## src/rtl/tod_timer.sv

```systemverilog
// Time-of-day timer: seconds/nanoseconds clock with fractional rate trim, absolute
// load, signed offset step, per-channel timestamp capture, 1PPS and legacy ns counter.
module tod_timer #(
   parameter int unsigned SEC_W  = 48,
   parameter int unsigned INC_NS = 4,
   parameter int unsigned FRAC_W = 16,
   parameter int unsigned N_CAP  = 2
) (
   input  logic                     clk,
   input  logic                     rst_n,
   input  logic [8+FRAC_W-1:0]      inc_cfg,
   input  logic                     inc_wr,
   input  logic                     load_valid,
   output logic                     load_ready,
   input  logic [SEC_W-1:0]         load_sec,
   input  logic [29:0]              load_ns,
   output logic                     load_err,
   input  logic                     adj_valid,
   output logic                     adj_ready,
   input  logic [30:0]              adj_ns,
   input  logic [N_CAP-1:0]         cap_req,
   output logic [N_CAP-1:0]         cap_valid,
   output logic [N_CAP*SEC_W-1:0]   cap_sec,
   output logic [N_CAP*30-1:0]      cap_ns,
   output logic [SEC_W-1:0]         tod_sec,
   output logic [29:0]              tod_ns,
   output logic                     pps,
   output logic [31:0]              counter_ns
);

   localparam int unsigned NS_W   = 30;
   localparam int unsigned INC_W  = 8 + FRAC_W;
   localparam int unsigned STEP_W = 9;
   localparam logic [NS_W-1:0]   NS_LIMIT   = NS_W'(1_000_000_000);
   localparam logic signed [31:0] NS_PER_SEC = 32'sd1_000_000_000;

   typedef enum logic {IDLE, APPLY} state_t;

   typedef struct packed {
      logic             is_load;
      logic [SEC_W-1:0] sec;
      logic [NS_W-1:0]  ns;
      logic [30:0]      adj;
   } req_t;

   state_t state, state_nx;
   req_t   req_q, req_nx;

   logic [INC_W-1:0]    inc;
   logic [FRAC_W-1:0]   frac_acc, frac_nx;
   logic                carry;
   logic [STEP_W-1:0]   step;
   logic [N_CAP-1:0]    req_d, cap_edge;

   logic                ready_nx, err_nx, pps_nx;
   logic [SEC_W-1:0]    sec_nx;
   logic [NS_W-1:0]     ns_nx;
   logic signed [31:0]  adj_term, ns_sum;

   // Fractional accumulator; its carry adds one extra ns to this cycle's step
   assign {carry, frac_nx} = (FRAC_W+1)'(frac_acc) + (FRAC_W+1)'(inc[FRAC_W-1:0]);
   assign step     = STEP_W'(inc[INC_W-1:FRAC_W]) + STEP_W'(carry);
   assign cap_edge = cap_req & ~req_d;
   assign adj_ready = load_ready;

   // Next-state, request arbitration and time update
   always_comb begin
      state_nx = state;
      req_nx   = req_q;
      err_nx   = 1'b0;
      pps_nx   = 1'b0;
      sec_nx   = tod_sec;
      ns_nx    = tod_ns;
      adj_term = (state == APPLY && !req_q.is_load) ? {req_q.adj[30], req_q.adj} : 32'sd0;
      ns_sum   = $signed({2'b00, tod_ns}) + $signed({23'd0, step}) + adj_term;

      if (state == APPLY && req_q.is_load && req_q.ns < NS_LIMIT) begin
         sec_nx = req_q.sec;
         ns_nx  = req_q.ns;
      end else if (ns_sum >= NS_PER_SEC) begin
         ns_nx  = NS_W'(ns_sum - NS_PER_SEC);
         sec_nx = tod_sec + SEC_W'(1);
         pps_nx = 1'b1;
      end else if (ns_sum < 32'sd0) begin
         ns_nx  = NS_W'(ns_sum + NS_PER_SEC);
         sec_nx = tod_sec - SEC_W'(1);
      end else begin
         ns_nx  = NS_W'(ns_sum);
      end

      case (state)
         IDLE: begin
            // Load has priority; a simultaneous adjust stays pending
            if (load_valid) begin
               req_nx.is_load = 1'b1;
               req_nx.sec     = load_sec;
               req_nx.ns      = load_ns;
               err_nx         = (load_ns >= NS_LIMIT);
               state_nx       = APPLY;
            end else if (adj_valid) begin
               req_nx.is_load = 1'b0;
               req_nx.adj     = adj_ns;
               state_nx       = APPLY;
            end
         end
         APPLY:   state_nx = IDLE;
         default: state_nx = IDLE;
      endcase

      ready_nx = (state_nx == IDLE);
   end

   // State and time registers
   always_ff @(posedge clk or negedge rst_n) begin
      if (!rst_n) begin
         state      <= IDLE;
         req_q      <= '0;
         inc        <= {8'(INC_NS), FRAC_W'(0)};
         frac_acc   <= '0;
         tod_sec    <= '0;
         tod_ns     <= '0;
         counter_ns <= '0;
         pps        <= 1'b0;
         load_err   <= 1'b0;
         load_ready <= 1'b1;
      end else begin
         state      <= state_nx;
         req_q      <= req_nx;
         frac_acc   <= frac_nx;
         tod_sec    <= sec_nx;
         tod_ns     <= ns_nx;
         counter_ns <= counter_ns + 32'(step);
         pps        <= pps_nx;
         load_err   <= err_nx;
         load_ready <= ready_nx;
         if (inc_wr) inc <= inc_cfg;
      end
   end

   // Timestamp capture on the rising edge of each request
   always_ff @(posedge clk or negedge rst_n) begin
      if (!rst_n) begin
         req_d     <= '0;
         cap_valid <= '0;
         cap_sec   <= '0;
         cap_ns    <= '0;
      end else begin
         req_d     <= cap_req;
         cap_valid <= cap_edge;
         for (int i = 0; i < int'(N_CAP); i++) begin
            if (cap_edge[i]) begin
               cap_sec[i*SEC_W +: SEC_W] <= tod_sec;
               cap_ns[i*NS_W +: NS_W]    <= tod_ns;
            end
         end
      end
   end

endmodule

```

## config.mk

```make
export PLATFORM = sky130hd
export DESIGN_NAME = tod_timer
export DESIGN_NICKNAME = d
export VERILOG_FILES = /design/src/rtl/tod_timer.sv
export SDC_FILE = /design/constraint.sdc
export NUM_CORES = 1
export LEC_CHECK = 0
export CAP_MARGIN = 20
export CELL_PAD_IN_SITES_DETAIL_PLACEMENT = 1
export CELL_PAD_IN_SITES_GLOBAL_PLACEMENT = 1
export CORE_UTILIZATION = 46
export CTS_BUF_LIST = sky130_fd_sc_hd__clkbuf_8
export DETAILED_ROUTE_END_ITERATION = 10
export HOLD_SLACK_MARGIN = 0.15
export PLACE_DENSITY_LB_ADDON = 0.15
export SETUP_SLACK_MARGIN = 0.4
export SLEW_MARGIN = 5
export SYNTH_ARGS = -nofsm -noshare
export SYNTH_HDL_FRONTEND = slang
export SYNTH_SLANG_ARGS = --single-unit
export TNS_END_PERCENT = 50
```

## constraint.sdc

```tcl
create_clock -name clk -period 22.6 [get_ports clk]
set_input_delay 3.39 -clock clk [delete_from_list [all_inputs] [get_ports clk]]
set_output_delay 3.39 -clock clk [all_outputs]
set_load 0.03 [all_outputs]
```

==> impl_metrics.csv, run 1 <==
group,metric,value,unit
synthesis,synth_warnings,0,
clock_network,clkLatencyLatePin,680,ps
place,placed_area,28000,sq um
synthesis,syn_inst,2317,
route,wl_per_cell,22.2,microns
floorplan,die_w,227,microns
floorplan,start_util,46.5,%
critical_path,startpoint_type,"register",
pwr,p_leak,13.1,nW
critical_path,slowest_stage,"a2111oi_0",
final_layout,drive_gt1_share,13.7,%
pwr,ir_drop,0.101,mV
critical_path,critPathBufInv,2,
run,max_cap_viol_count,0,
clock_network,post_cts_resized,0,
synthesis,postSynthAreaPerCell,10.1,sq um
route,ant_nets,0,
timing,worst_pin_slew,1060,ps
final_layout,nNetsFinal,2993,
min_path,hp-class,"register to register",
route,drc,0,
critical_path,crit_family,"compound AO/OA/AOI/OAI gates",
global_routing,antenna_found_initial,16,
pwr,clkPwrFrac,15.5,%
timing,setup_viol,0,
timing,max_freq,0.0711,GHz
critical_path,cp_common_cell,"a21oi_1",
final_layout,syn_to_final_growth,27.3,%
floorplan,pin_count,412,
synthesis,synth_seq_cells,424,
critical_path,cp_max_fo,40,
synthesis,synth-async-reset-ratio,100,%
min_path,holdPathStages,2,
critical_path,reg2reg_slack,8540,ps
synthesis,synth.distinct_cells,79,
floorplan,floorplan.rows,82,
floorplan,die_area,51500,sq um
critical_path,ff2ff_path_depth,51,
synthesis,synth_area,23300,sq um
synthesis,synth_top_area_share,45.3,%
critical_path,rr_startpoint,"inc[0]",
place,dp_hpwl,55.6,mm
pwr,power.share.combinational,57.1,%
critical_path,cp_data_required_time,23170,ps
route,initialDrtViolationCount,1034,
route,dr.pass1.iters,5,
synthesis,syn_nets,2581,
pwr,p_per_area,160,nW/um^2
global_routing,grt_pass1_wl,119,mm
clock_network,cts_tree,"yes",
clock_network,path_clk_slew,60,ps
floorplan,fp.dieH,227,microns
global_routing,grt_max_degree,156,
critical_path,r2r_end,"tod_sec[47]",
place,place_congestion,0.893,
timing,grt_setup_unrepaired,"false",
timing,clock_skew,28.9,ps
clock_network,cts_buffers,77,
timing,hold_viol,0,
global_routing,grt_pass1_vias,21300,
global_routing,met3_usage,6.57,%
clock_network,clock-sinks,424,
pwr,internal-power,2.53,mW
clock_network,cts_buffer_depth,3,
route,vias_per_cell,5.69,
outcome,outcome,"complete, no violations",
timing,drv_slew,0,
pwr,swShare,46.6,%
critical_path,max_stage_delay,700,ps
synthesis,synth_top_flop_cell,"dfrtp_1",
global_routing,grtUsageMet1,35.9,%
synthesis,synth_top_cell_by_area,"dfrtp_1",
synthesis,yosysMostFrequentCell,"dfrtp_1",
global_routing,grt-ovfl-total,0,
final_layout,fillers,5502,
timing,slew_headroom,28.2,%
timing,period_share,62.2,%
clock_network,clockRootBuffer,"clkbuf_8",
synthesis,synth_edf_count,0,
pwr,switchingPower,2.21,mW
global_routing,use_met2,52.0,%
min_path,hold_path_end,"cap_sec[69]",
critical_path,cp-end-kind,"register",
global_routing,top_usage_layer,"met2",
clock_network,hold_buffers,0,
clock_network,htreeDepth,3,
timing,final.setup.tns,0,ps
route,drt-total-wl,76.9,mm
min_path,hold_path_startpoint,"cap_sec[69]",
synthesis,synthTopCellsByArea,"dfrtp_1 45%, mux2_2 10%, nand2_1 6.4%",
critical_path,arrival,14630,ps
global_routing,grt.total_usage,29.8,%
clock_network,post-cts-setup-buffer-count,0,
timing,fin_crit,14060,ps
floorplan,design.core.area,50100,sq um
synthesis,synth_commonest_cells,"422 x dfrtp_1, 397 x nand2_1, 211 x mux2_2",
critical_path,crit_type,"register to register",
place,portBuffers,411,
pwr,share_seq_of_total_power,27.4,%
route,dr_total_vias,19700,
final_layout,final_area,29600,sq um
synthesis,synth_seq_area_share,45.6,%
worst register-to-register path: cells and delay by family (launching register included):
kind            cells  cell delay (ps)
fa+ha+maj           6             1900
simple gates        6              900
compound gates     34             8780
buf+inv             2              990
xor+xnor            3             1010
flops               1              380
stage by stage:
step / util [%] / hold WS (ps) / total power, mW / setup WS (ps) / cells
2_1_floorplan: - / 435 / 3.01 / 11340 / 2317
3_3_place_gp: 56.0 / 451 / 3.89 / 9270 / 3320
3_5_place_dp: 56.0 / 461 / 3.99 / 8670 / 3320
4_1_cts: 59.1 / 475 / 4.77 / 8510 / 3455
5_1_grt: 59.2 / 496 / 5.06 / 7400 / 3462
6_report: 59.2 / 474 / 4.75 / 8540 / 3464
metal layers:
layer | share of wire [%] | routed length, microns
met3 | 5.0 | 3870
met1 | 41 | 31400
met4 | 3.2 | 2480
met2 | 51 | 39100
met5 | 0.087 | 67
registers in the layout (all words and copies together) (netlist names):
register and flops:
req_q 110, cap_sec 96, cap_ns 60, tod_sec 48, counter_ns 32, tod_ns 30
inc 24, frac_acc 16, cap_valid 2, req_d 2, adj_ready 1, load_err 1
pps 1, state 1
placed cells by master, fill, tap and decap left out, types with 27 or more instances in the layout:
cell               n
a21o_1            56
a21oi_1          110
a31oi_1           45
and2_1            44
clkbuf_8          97
clkdlybuf4s50_1  410
dfrtp_1          422
ha_1             119
inv_1             72
mux2_2           211
nand2_1          397
nand3_1           69
nand4_1           27
nor2_1           126
nor3_1            39
o21ai_0           64
xnor2_1          102
xor2_1            42
kinds of logic (layout without fill, tap and decap cells):
family	after synthesis	in the layout	synth area share (%)
simple gates	793	793	15.3
compound gates	465	465	13.7
flops	424	424	45.6
mux	216	216	10.4
buf+inv	149	617	2.62
xor+xnor	146	146	5.55
fa+ha+maj	124	124	6.82
other cells	0	7	0
power groups by stage:
stage / Sequential [mW] / Combinational, mW / Clock (mW)
after floorplan: 1.61 / 1.40 / 0
after global placement: 1.29 / 2.60 / 0
after detailed placement: 1.31 / 2.69 / 0
after CTS: 1.30 / 2.71 / 0.754
after global routing: 1.33 / 2.94 / 0.785
final: 1.30 / 2.71 / 0.737
worst max-delay path by stage:
stage               slack, ps  startpoint          end  depth (start not counted)
floorplan               11340      inc[0]  tod_sec[47]                         53
global placement         9270      inc[0]  tod_sec[44]                         51
detailed placement       8670      inc[0]  tod_sec[47]                         51
CTS                      8510      inc[0]  tod_sec[47]                         51
global route             7400      inc[0]  tod_sec[47]                         51
finish                   8540      inc[0]  tod_sec[47]                         51
layout make-up:
| cell class | instances | area (sq um) | area share, % |
|---|---|---|---|
| antenna | 7 | 17.5 | 0.0591 |
| clock buffer | 97 | 1340 | 4.50 |
| clock inverter | 38 | 216 | 0.730 |
| inverter | 51 | 193 | 0.650 |
| multi-input combinational | 1744 | 12100 | 40.8 |
| sequential | 424 | 10600 | 35.8 |
| tap | 672 | 841 | 2.84 |
| timing repair buffer | 431 | 4320 | 14.6 |
Power figures use the tool's default switching activity.
==> run 2: changes to the inputs <==
--- a/config.mk
+++ b/config.mk
@@ -8,7 +8,7 @@
 export CAP_MARGIN = 20
 export CELL_PAD_IN_SITES_DETAIL_PLACEMENT = 1
 export CELL_PAD_IN_SITES_GLOBAL_PLACEMENT = 1
-export CORE_UTILIZATION = 46
+export CORE_UTILIZATION = 43
 export CTS_BUF_LIST = sky130_fd_sc_hd__clkbuf_8
 export DETAILED_ROUTE_END_ITERATION = 10
 export HOLD_SLACK_MARGIN = 0.15
==> constraint.sdc (replaced) <==
create_clock -name clk -period 14.2 [get_ports clk]
set_input_delay 2.13 -clock clk [delete_from_list [all_inputs] [get_ports clk]]
set_output_delay 2.13 -clock clk [all_outputs]
set_load 0.03 [all_outputs]
==> run 2 against run 1 <==
Clock skew increased by 8.2 ps. Combinational power rose by 60%. Register-to-register slack lost 7200 ps. Maximum frequency is 9.2% higher. Clock-buffer cell count unchanged. Cell count is 0.69% higher. Via count shrank 0.89%. Critical endpoint unchanged. Setup slack worse by 7200 ps.
==> impl_metrics.csv, run 2 (synthesis results as in run 1) <==
group,metric,value,unit
global_routing,grt_pass1_vias,21300,
clock_network,clock-sinks,424,
timing,grt_setup_unrepaired,"false",
critical_path,cp_common_cell,"a21o_1",
critical_path,cp_max_fo,45,
global_routing,antenna_found_initial,14,
pwr,clkPwrFrac,16.0,%
clock_network,htreeDepth,3,
pwr,swShare,46.4,%
timing,final.setup.tns,0,ps
timing,max_freq,0.0776,GHz
floorplan,die_area,55100,sq um
floorplan,design.core.area,53100,sq um
floorplan,floorplan.rows,84,
route,drc,0,
critical_path,arrival,13460,ps
route,wl_per_cell,22.0,microns
place,place_congestion,0.902,
pwr,power.share.combinational,56.9,%
route,dr.pass1.iters,5,
critical_path,cp_data_required_time,14780,ps
pwr,p_leak,13.1,nW
pwr,switchingPower,3.53,mW
clock_network,cts_buffers,78,
timing,slew_headroom,30.8,%
min_path,hp-class,"register to register",
final_layout,syn_to_final_growth,27.9,%
clock_network,clkLatencyLatePin,680,ps
outcome,outcome,"complete, no violations",
timing,clock_skew,37.1,ps
pwr,p_total,7.61,mW
pwr,ir_drop,0.134,mV
timing,worst_pin_slew,1040,ps
final_layout,fillers,5841,
clock_network,cts_tree,"yes",
timing,drv_slew,0,
final_layout,reg_top3,"req_q (110), cap_sec (96), cap_ns (60)",
route,vias_per_cell,5.60,
final_layout,top_register,"req_q",
floorplan,start_util,43.9,%
route,drt-total-wl,76.9,mm
final_layout,largest_reg_flops,110,
critical_path,startpoint_type,"register",
floorplan,fp.dieH,235,microns
final_layout,final_cell_mix,"422 x dfrtp_1, 410 x clkdlybuf4s50_1, 397 x nand2_1, 211 x mux2_2, 126 x nor2_1",
clock_network,hold_buffers,0,
global_routing,grt_pass1_wl,122,mm
final_layout,drive_gt1_share,14.2,%
critical_path,crit_type,"register to register",
clock_network,post-cts-setup-buffer-count,0,
global_routing,grt_max_degree,105,
critical_path,max_stage_delay,640,ps
clock_network,cts_buffer_depth,3,
global_routing,grt.total_usage,27.8,%
timing,hold_viol,0,
critical_path,slowest_stage,"xnor2_1",
route,dr_total_vias,19500,
place,placedCellCount,3340,
pwr,p_per_area,255,nW/um^2
final_layout,nNetsFinal,2999,
timing,period_share,90.7,%
route,ant_nets,0,
place,portBuffers,411,
clock_network,clockRootBuffer,"clkbuf_8",
place,dp_hpwl,55.1,mm
floorplan,pin_count,412,
clock_network,path_clk_slew,60,ps
pwr,share_seq_of_total_power,27.1,%
clock_network,post_cts_resized,0,
pwr,internal-power,4.08,mW
floorplan,die_w,235,microns
final_layout,layout_commonest_cell,"dfrtp_1",
final_layout,instances_no_fill,3488,
timing,setup_viol,0,
critical_path,cp-end-kind,"register",
run,max_cap_viol_count,0,
global_routing,grt-ovfl-total,0,
route,initialDrtViolationCount,1014,
timing,fin_crit,12880,ps
## run 2: cell type report
class                           count  area (sq um)  area share [%]
Antenna cell                       12          30.0           0.101
Clock buffer                       97          1340            4.48
Clock inverter                     36           264           0.886
Inverter                           51           193           0.647
Multi-Input combinational cell   1744         12200            40.8
Sequential cell                   424         10600            35.6
Tap cell                          688           861            2.89
Timing Repair Buffer              436          4340            14.6
## run 2: worst max-delay path, delay by kind of cell (launching register included)
kind,cells,cell delay [ps]
AOI/OAI and AO/OA,29,6950
and+or+nand+nor,10,1840
DFF,1,380
buffers and inverters,2,570
adders and majority gates,6,2040
xor gates and xnor gates,3,960
## run 2: path summary, 6_finish.rpt
kind	from	end	slack, ps	depth (start not counted)
hold / removal	counter_ns[31]	counter_ns[31]	470	1
hold reg to reg	counter_ns[31]	counter_ns[31]	470	1
max in group asynchronous	rst_n	cap_sec[56]	10350	3
setup / recovery	inc[0]	tod_sec[47]	1320	50
setup reg to reg	inc[0]	tod_sec[47]	1320	50
min in group asynchronous	rst_n	tod_ns[21]	1500	1
## run 2: per-stage QoR
step	hold WS, ps	util, %	cell area [sq um]	setup WS (ps)
after detailed placement	459	52.9	28100	700
after CTS	473	55.9	29700	563
after floorplan	435	-	23300	2940
final	466	56.1	29800	1320
after global placement	447	52.9	28100	1290
after global routing	485	56.1	29800	435
## run 2: power by group through the flow
stage,clock network [mW],registers [mW],logic (mW)
floorplan,0,2.57,2.23
global placement,0,2.05,4.15
detailed placement,0,2.08,4.27
CTS,1.25,2.06,4.31
global route,1.30,2.11,4.68
finish,1.22,2.06,4.33
## run 2: metal layers
metal | up-vias | GRT usage [%] | share of wire [%]
met3 | 138 | 5.63 | 4.5
met2 | 427 | 47.8 | 50
met4 | 6 | 10.4 | 3.2
met1 | 9879 | 34.4 | 42
li1 | 9074 | - | -
met5 | - | 0 | 0.042
==> run 3: changes to the inputs <==
--- a/config.mk
+++ b/config.mk
@@ -6,9 +6,8 @@
 export NUM_CORES = 1
 export LEC_CHECK = 0
 export CAP_MARGIN = 20
-export CELL_PAD_IN_SITES_DETAIL_PLACEMENT = 1
-export CELL_PAD_IN_SITES_GLOBAL_PLACEMENT = 1
-export CORE_UTILIZATION = 43
+export CORE_MARGIN = 10
+export CORE_UTILIZATION = 55
 export CTS_BUF_LIST = sky130_fd_sc_hd__clkbuf_8
 export DETAILED_ROUTE_END_ITERATION = 10
 export HOLD_SLACK_MARGIN = 0.15
==> run 3 against run 2 <==
Clock skew decreased by 8.3 ps. Power is 3.1% lower. Sequential share of layout area rose by 0.55 points. Global-route usage decreased by 0.72 points. Core utilization is 14 points higher. Critical path type unchanged. Clock power fell by 11%. Sequential power about the same. Largest power group unchanged. Critical endpoint unchanged.
==> impl_metrics.csv, run 3 (synthesis results as in run 1) <==
group,metric,value,unit
outcome,outcome,"complete, no violations",
final_layout,nNetsFinal,2990,
route,wl_per_cell,21.1,microns
global_routing,grt_pass1_vias,19600,
final_layout,top_register,"req_q",
global_routing,grt-ovfl-total,0,
timing,clock_skew,28.8,ps
route,ant_nets,0,
final_layout,fillers,3189,
route,dr_total_vias,19300,
timing,drv_slew,0,
place,portBuffers,411,
clock_network,post-cts-setup-buffer-count,0,
floorplan,die_area,51000,sq um
final_layout,reg_top3,"req_q (110), cap_sec (96), cap_ns (60)",
critical_path,startpoint_type,"register",
critical_path,cp_common_cell,"o21bai_1",
place,dp_hpwl,51.6,mm
pwr,p_per_area,251,nW/um^2
critical_path,arrival,13220,ps
floorplan,start_util,55.5,%
floorplan,floorplan.rows,75,
critical_path,slowest_stage,"a2111oi_1",
critical_path,crit_type,"register to register",
timing,final.setup.tns,0,ps
floorplan,fp.dieH,226,microns
timing,worst_pin_slew,1030,ps
global_routing,antenna_found_initial,14,
clock_network,htreeDepth,3,
critical_path,cp_data_required_time,14740,ps
route,vias_per_cell,5.79,
final_layout,final_cell_mix,"422 x dfrtp_1, 410 x clkdlybuf4s50_1, 397 x nand2_1, 211 x mux2_2, 126 x nor2_1",
final_layout,final_area,29300,sq um
global_routing,grt.total_usage,27.1,%
floorplan,die_w,226,microns
timing,setup_viol,0,
place,placed_area,27900,sq um
min_path,hp-class,"register to register",
timing,fin_crit,12680,ps
floorplan,pin_count,412,
route,drt-total-wl,70.1,mm
clock_network,post_cts_resized,0,
route,drc,0,
timing,hold_viol,0,
clock_network,clock-sinks,424,
final_layout,drive_gt1_share,13.7,%
floorplan,design.core.area,41900,sq um
critical_path,crit_family,"compound AO/OA/AOI/OAI gates",
final_layout,layout_commonest_cell,"dfrtp_1",
clock_network,cts_tree,"yes",
global_routing,grt_max_degree,175,
timing,max_freq,0.0789,GHz
clock_network,cts_buffer_depth,3,
pwr,p_leak,13.0,nW
clock_network,clockRootBuffer,"clkbuf_8",
route,initialDrtViolationCount,1195,
critical_path,cp_max_fo,27,
clock_network,hold_buffers,0,
pwr,ir_drop,0.172,mV
clock_network,clkLatencyLatePin,650,ps
final_layout,syn_to_final_growth,26.0,%
clock_network,cts_buffers,73,
critical_path,cp-end-kind,"register",
timing,period_share,89.3,%
clock_network,path_clk_slew,60,ps
timing,grt_setup_unrepaired,"false",
critical_path,max_stage_delay,500,ps
run,max_cap_viol_count,0,
place,place_congestion,0.887,
final_layout,largest_reg_flops,110,
global_routing,grt_pass1_wl,110,mm
route,dr.pass1.iters,7,
timing,slew_headroom,31.5,%
critical_path,critPathBufInv,3,
[run 3: changes by cell type in the layout (fill, tap and decap cells not counted), moves of 2 or more]
cell / previous run / this run
buf_4: 21 / 18
bufinv_16: 3 / 0
clkbuf_8: 97 / 91
diode_2: 12 / 9
inv_6: 0 / 2
[run 3: metrics by stage]
stage	util, %	power, mW	setup slack (ps)	hold WS [ps]	cells
2_1_floorplan	-	4.80	2940	435	2317
3_5_place_dp	66.4	6.25	1030	461	3188
6_report	70.0	7.37	1520	472	3324
4_1_cts	69.8	7.38	903	475	3313
3_3_place_gp	66.4	6.17	1390	452	3188
5_1_grt	69.9	7.86	520	488	3322
[run 3: final timing paths]
path,start,slack (ps),depth (start not counted),end
setup / recovery,inc[0],1520,51,tod_sec[47]
min in group asynchronous,rst_n,1550,1,cap_ns[21]
hold / removal,counter_ns[31],470,1,counter_ns[31]
max in group asynchronous,rst_n,11140,2,cap_sec[72]
hold reg to reg,counter_ns[31],470,1,counter_ns[31]
setup reg to reg,inc[0],1520,51,tod_sec[47]
[run 3: metal layers]
| layer | GRT usage, % | up-vias | share of wire [%] |
|---|---|---|---|
| li1 | - | 9094 | - |
| met1 | 33.2 | 9511 | 42 |
| met2 | 44.6 | 516 | 49 |
| met3 | 6.89 | 125 | 6.0 |
| met4 | 11.3 | 10 | 3.3 |
| met5 | 0 | - | 0.10 |
[run 3: worst register-to-register path: cells and delay by family, from the launching register on]
kind / cells / cell delay [ps]
simple gates: 10 / 1710
buf+inv: 3 / 390
fa+ha+maj: 6 / 2130
compound gates: 30 / 7470
xor+xnor: 2 / 470
flops: 1 / 390
[run 3: cell type report]
type	count	area [sq um]	area share, %
Tap cell	539	674	2.30
Clock buffer	91	1250	4.27
Inverter	51	195	0.665
Sequential cell	424	10600	36.2
Antenna cell	9	22.5	0.0767
Multi-Input combinational cell	1744	12100	41.3
Clock inverter	34	168	0.571
Timing Repair Buffer	432	4290	14.6
[run 3: where the power goes]
group	internal (mW)	switching, mW	total (mW)
sequential	1.64	0.397	2.04
combinational	1.76	2.49	4.25
clock	0.578	0.503	1.08
total	3.98	3.39	7.37
